$ cat src/rtl/display_pkg.sv
// Shared types and glyph constants for the 7-segment display decoder.
// Segment bit order throughout: [6]=a, [5]=b, [4]=c, [3]=d, [2]=e, [1]=f, [0]=g.
// All patterns are active-high (1 = segment lit).
package display_pkg;

    localparam int SEG_W  = 7;
    localparam int CODE_W = 5;

    typedef logic [SEG_W-1:0]  seg_t;
    typedef logic [CODE_W-1:0] code_t;

    // Hex digits
    localparam seg_t SEG_0          = 7'b1111110;
    localparam seg_t SEG_1          = 7'b0110000;
    localparam seg_t SEG_2          = 7'b1101101;
    localparam seg_t SEG_3          = 7'b1111001;
    localparam seg_t SEG_4          = 7'b0110011;
    localparam seg_t SEG_5          = 7'b1011011;
    localparam seg_t SEG_6          = 7'b1011111;
    localparam seg_t SEG_7          = 7'b1110000;
    localparam seg_t SEG_8          = 7'b1111111;
    localparam seg_t SEG_9          = 7'b1111011;
    localparam seg_t SEG_A          = 7'b1110111;
    localparam seg_t SEG_B          = 7'b0011111;
    localparam seg_t SEG_C          = 7'b1001110;
    localparam seg_t SEG_D          = 7'b0111101;
    localparam seg_t SEG_E          = 7'b1001111;
    localparam seg_t SEG_F          = 7'b1000111;

    // Extended letters and symbols
    localparam seg_t SEG_G          = 7'b1011110;
    localparam seg_t SEG_H          = 7'b0110111;
    localparam seg_t SEG_J          = 7'b0111000;
    localparam seg_t SEG_L          = 7'b0001110;
    localparam seg_t SEG_N          = 7'b0010101;
    localparam seg_t SEG_O          = 7'b0011101;
    localparam seg_t SEG_P          = 7'b1100111;
    localparam seg_t SEG_Q          = 7'b1110011;
    localparam seg_t SEG_R          = 7'b0000101;
    localparam seg_t SEG_T          = 7'b0001111;
    localparam seg_t SEG_U          = 7'b0111110;
    localparam seg_t SEG_U_SMALL    = 7'b0011100;
    localparam seg_t SEG_Y          = 7'b0111011;
    localparam seg_t SEG_DASH       = 7'b0000001;
    localparam seg_t SEG_UNDERSCORE = 7'b0001000;
    localparam seg_t SEG_BLANK      = 7'b0000000;

endpackage

$ cat src/rtl/display_seg_lut.sv
// Combinational glyph lookup: 5-bit code to active-high segment pattern.
module display_seg_lut
    import display_pkg::*;
(
    input  logic [4:0] code_i,
    output logic [6:0] seg_o
);

    // Map each of the 32 codes to its glyph.
    always_comb begin
        // NOTE: default assigned first so no path through the case can infer a latch.
        seg_o = SEG_BLANK;
        case (code_i)
            5'd0:  seg_o = SEG_0;
            5'd1:  seg_o = SEG_1;
            5'd2:  seg_o = SEG_2;
            5'd3:  seg_o = SEG_3;
            5'd4:  seg_o = SEG_4;
            5'd5:  seg_o = SEG_5;
            5'd6:  seg_o = SEG_6;
            5'd7:  seg_o = SEG_7;
            5'd8:  seg_o = SEG_8;
            5'd9:  seg_o = SEG_9;
            5'd10: seg_o = SEG_A;
            5'd11: seg_o = SEG_B;
            5'd12: seg_o = SEG_C;
            5'd13: seg_o = SEG_D;
            5'd14: seg_o = SEG_E;
            5'd15: seg_o = SEG_F;
            5'd16: seg_o = SEG_G;
            5'd17: seg_o = SEG_H;
            5'd18: seg_o = SEG_J;
            5'd19: seg_o = SEG_L;
            5'd20: seg_o = SEG_N;
            5'd21: seg_o = SEG_O;
            5'd22: seg_o = SEG_P;
            5'd23: seg_o = SEG_Q;
            5'd24: seg_o = SEG_R;
            5'd25: seg_o = SEG_T;
            5'd26: seg_o = SEG_U;
            5'd27: seg_o = SEG_U_SMALL;
            5'd28: seg_o = SEG_Y;
            5'd29: seg_o = SEG_DASH;
            5'd30: seg_o = SEG_UNDERSCORE;
            5'd31: seg_o = SEG_BLANK;
            default: seg_o = SEG_BLANK;
        endcase
    end

endmodule

$ cat src/rtl/display_decoder.sv
// Registered 5-bit code to 7-segment decoder for a single digit.
// Polarity is applied before the register, so the register holds pin levels.
module display_decoder
    import display_pkg::*;
#(
    parameter bit ACTIVE_LOW = 1'b0
) (
    input  logic clk,
    input  logic rst,
    input  logic c1,
    input  logic c2,
    input  logic c3,
    input  logic c4,
    input  logic c5,
    output logic a,
    output logic b,
    output logic c,
    output logic d,
    output logic e,
    output logic f,
    output logic g
);

    // Blank digit expressed as physical pin levels.
    localparam seg_t BLANK_LEVEL = ACTIVE_LOW ? ~SEG_BLANK : SEG_BLANK;

    logic [4:0] code;
    seg_t       lut_seg;
    seg_t       seg_d;
    seg_t       seg_q;

    assign code = {c1, c2, c3, c4, c5};

    display_seg_lut u_lut (
        .code_i (code),
        .seg_o  (lut_seg)
    );

    // Convert the active-high glyph to pin polarity.
    always_comb begin
        seg_d = ACTIVE_LOW ? ~lut_seg : lut_seg;
    end

    // Output register; reset loads a blank digit and overrides the code.
    always_ff @(posedge clk) begin
        // NOTE: non-blocking assignment so every register samples pre-edge values.
        if (rst) begin
            seg_q <= BLANK_LEVEL;
        end else begin
            seg_q <= seg_d;
        end
    end

    assign {a, b, c, d, e, f, g} = seg_q;

endmodule

$ cat config.mk
export PLATFORM = sky130hd
export DESIGN_NAME = display_decoder
export DESIGN_NICKNAME = d
export VERILOG_FILES = /design/src/rtl/display_pkg.sv /design/src/rtl/display_seg_lut.sv /design/src/rtl/display_decoder.sv
export SDC_FILE = /design/constraint.sdc
export NUM_CORES = 1
export LEC_CHECK = 0
export CORE_MARGIN = 2
export CORE_UTILIZATION = 40
export CTS_CLUSTER_DIAMETER = 60
export CTS_CLUSTER_SIZE = 28
export DETAILED_ROUTE_END_ITERATION = 16
export GPL_TIMING_DRIVEN = 0
export PLACE_DENSITY = 0.65
export SLEW_MARGIN = 20
export SYNTH_ARGS = -nofsm -noshare
export SYNTH_HDL_FRONTEND = slang
export SYNTH_SLANG_ARGS = --single-unit
$ cat constraint.sdc
create_clock -name clk -period 1.5 [get_ports clk]
set_input_delay 0.15 -clock clk [delete_from_list [all_inputs] [get_ports clk]]
set_output_delay 0.15 -clock clk [all_outputs]
set_load 0.01 [all_outputs]
==> results.yml <==
setup_path:
  endpoint_kind: "flip-flop"
  cp_data_arrival_time_ns: 1.53
  cp-startpoint: "c2"
  cp_max_fo: 10
  critPathKind: "in2reg"
  cp-endpoint: "seg_q[4]"
  start_kind: "primary input"
  crit_required_ns: 1.63
cts:
  holdBufCountCts: 0
  cts.clk_slew.worst_paths_ns: 0.05
  htree_levels: 1
  cts_tree: "yes"
  cts_setup_buffers: 0
  clock-root-buffer: "clkbuf_4"
  cts_buffers: 3
  cts.sinks: 7
  clk_path_buf_depth: 2
sta:
  tightest_slew_ns: 0.297
  fin_tns_setup_ns: 0
  max-slew-margin-rel: 0.799
  finalHoldViolCount: 0
  fin_crit_ns: 1.41
  setup_violations: 0
  slew_viol_final: 0
  rsz0062_at_grt: "false"
  period_share: 0.938
  fmax_ghz: 0.711
  worst_slack_ns: 0.0930
cells_and_area:
  largest_reg_flops: 7
  nets: 99
  regMostFlops: "seg_q"
  fill_cells: 141
  drive_gt1_frac: 0.167
  diodes: 0
  top_regs: "seg_q x7"
  seq_area_um2: 140
  area_growth_syn_to_layout_pct: 26.5
  multi_input_area_um2: 447
place:
  hpwl_mm: 1.05
  gp_congestion: 0.793
  pre_cts_ws_ns: -0.518
  port_buffers: 13
global_routing:
  antenna_found_initial: 0
  grt_max_degree: 11
  first_global_vias: 561
  grt_pass1_wl_mm: 2.33
  track_usage: 0.163
  grt-ovfl-total: 0
route:
  firstDrtPassIters: 5
  ant_nets: 0
  detail_route.wl_per_cell_um: 13.6
  via_count: 601
  totalWireLength_mm: 1.36
  drt_iter0_markers: 15
  drcViolationCount: 0
  viasPerCell: 6.01
logic_synthesis:
  synth_edf_count: 0
  synthCells: 67
  netlist_area_um2: 643
  synthFlopType: "dfxtp_1"
  ys_types: 30
  synth_common_cells: "7 x dfxtp_1, 7 x ha_1, 6 x inv_1, 6 x mux2i_1"
  synthesis.nets: 81
  ys_warn_count: 0
  ys_ff_latch: 7
  synth_top_cell_by_area: "dfxtp_1"
  synth_area_leaders: "dfxtp_1 22%, ha_1 14%, mux2i_1 9.3%"
  postSynthAreaPerCell_um2: 9.60
  async_flop_share: 0
  seq_area_frac_synth: 0.218
  synth_top_area_frac: 0.218
floorplanning:
  row_count: 14
  die-area_mm2: 0.00194
  fp.dieW_um: 44.1
  die_h_um: 44.1
  initial_core_util: 0.427
  core-area_mm2: 0.00151
  io_pins: 14
power_and_ir_drop:
  max-vdd-ir-drop_v: 0.000200
  combPwrFrac: 0.340
  clkPwrFrac: 0.293
  leakage_nw: 0.349
  switching_share: 0.281
  internal_power_mw: 0.405
  p_seq_frac: 0.367
  p_per_area_mw_per_mm2: 692
  p_sw_mw: 0.158
worst_hold_path:
  holdPathStages: 4
  worstHoldPathType: "in2reg"
outcome:
  status: "finished clean"
run:
  maxCapViolations: 0
[layout make-up]
class	instances	share of cell area
tap	16	0.0246
clock buffer	4	0.0323
sequential	7	0.172
buffer	3	0.0369
inverter	7	0.0323
multi-input combinational	50	0.549
timing repair buffer	13	0.152
[metrics by stage]
step / hold WS, ns / std cells / util / cell area (um^2) / total power, mW
6_report: 0.354 / 100 / 0.540 / 813 / 0.563
5_1_grt: 0.449 / 100 / 0.540 / 813 / 0.592
4_1_cts: 0.557 / 100 / 0.542 / 817 / 0.570
3_5_place_dp: 0.827 / 96 / 0.527 / 793 / 0.403
3_3_place_gp: 0.836 / 96 / 0.527 / 793 / 0.401
2_1_floorplan: 0.219 / 67 / - / 643 / 0.324
[worst min-delay path by stage]
stage	startpoint	to	slack [ns]
final	c4	seg_q[0]	0.35
after global routing	c4	seg_q[0]	0.45
after CTS	c4	seg_q[0]	0.56
after detailed placement	rst	seg_q[0]	0.83
after global placement	rst	seg_q[0]	0.84
after floorplan	rst	seg_q[0]	0.22
[kinds of logic (layout without fill, tap and decap cells)]
group / count (synthesis) / in the layout / share of synthesized area
compound gates: 18 / 18 / 0.204
simple gates: 15 / 15 / 0.132
mux: 10 / 10 / 0.222
buf+inv: 10 / 27 / 0.0875
fa+ha+maj: 7 / 7 / 0.136
flops: 7 / 7 / 0.218
[power groups by stage]
stage	sequential [mW]	combinational, mW	clock, mW
floorplan	0.220	0.104	0
global placement	0.210	0.191	0
detailed placement	0.210	0.192	0
CTS	0.207	0.191	0.172
global route	0.208	0.209	0.175
finish	0.207	0.191	0.165
[metal layers]
layer	part of all wire	vias to the layer above	global-route usage
li1	-	286	-
met4	0.0037	0	0.0909
met3	0.078	2	0.0163
met1	0.44	279	0.195
met2	0.48	34	0.282
met5	0	-	0
[critical path, cell delays in order]
cell and delay (ns):
clkdlybuf4s50_1 0.51, buf_6 0.20, or3b_2 0.45, o21ai_0 0.11, o22ai_1 0.11
[what timing repair did]
item	in CTS	in global routing
gates resized for setup	2	2
cloned	0	0
endpoints found under the setup margin	7	5
[placed cells by master, fill, tap and decap left out, drive strengths merged]
cell type,instances
nand2,3
a211oi,2
nand3,1
ha,7
nand2b,3
and3,1
clkbuf,5
a31oi,2
o211ai,2
mux4,3
or2,1
or3,2
mux2i,6
a2111o,1
dfxtp,7
o21ai,2
a21oi,3
dlygate4sd2,1
o32ai,2
o22ai,2
o21a,1
mux2,1
buf,3
nor2b,2
nor2,1
or3b,1
clkdlybuf4s50,11
o311ai,1
inv,7
(Power assumes the default switching activity.)
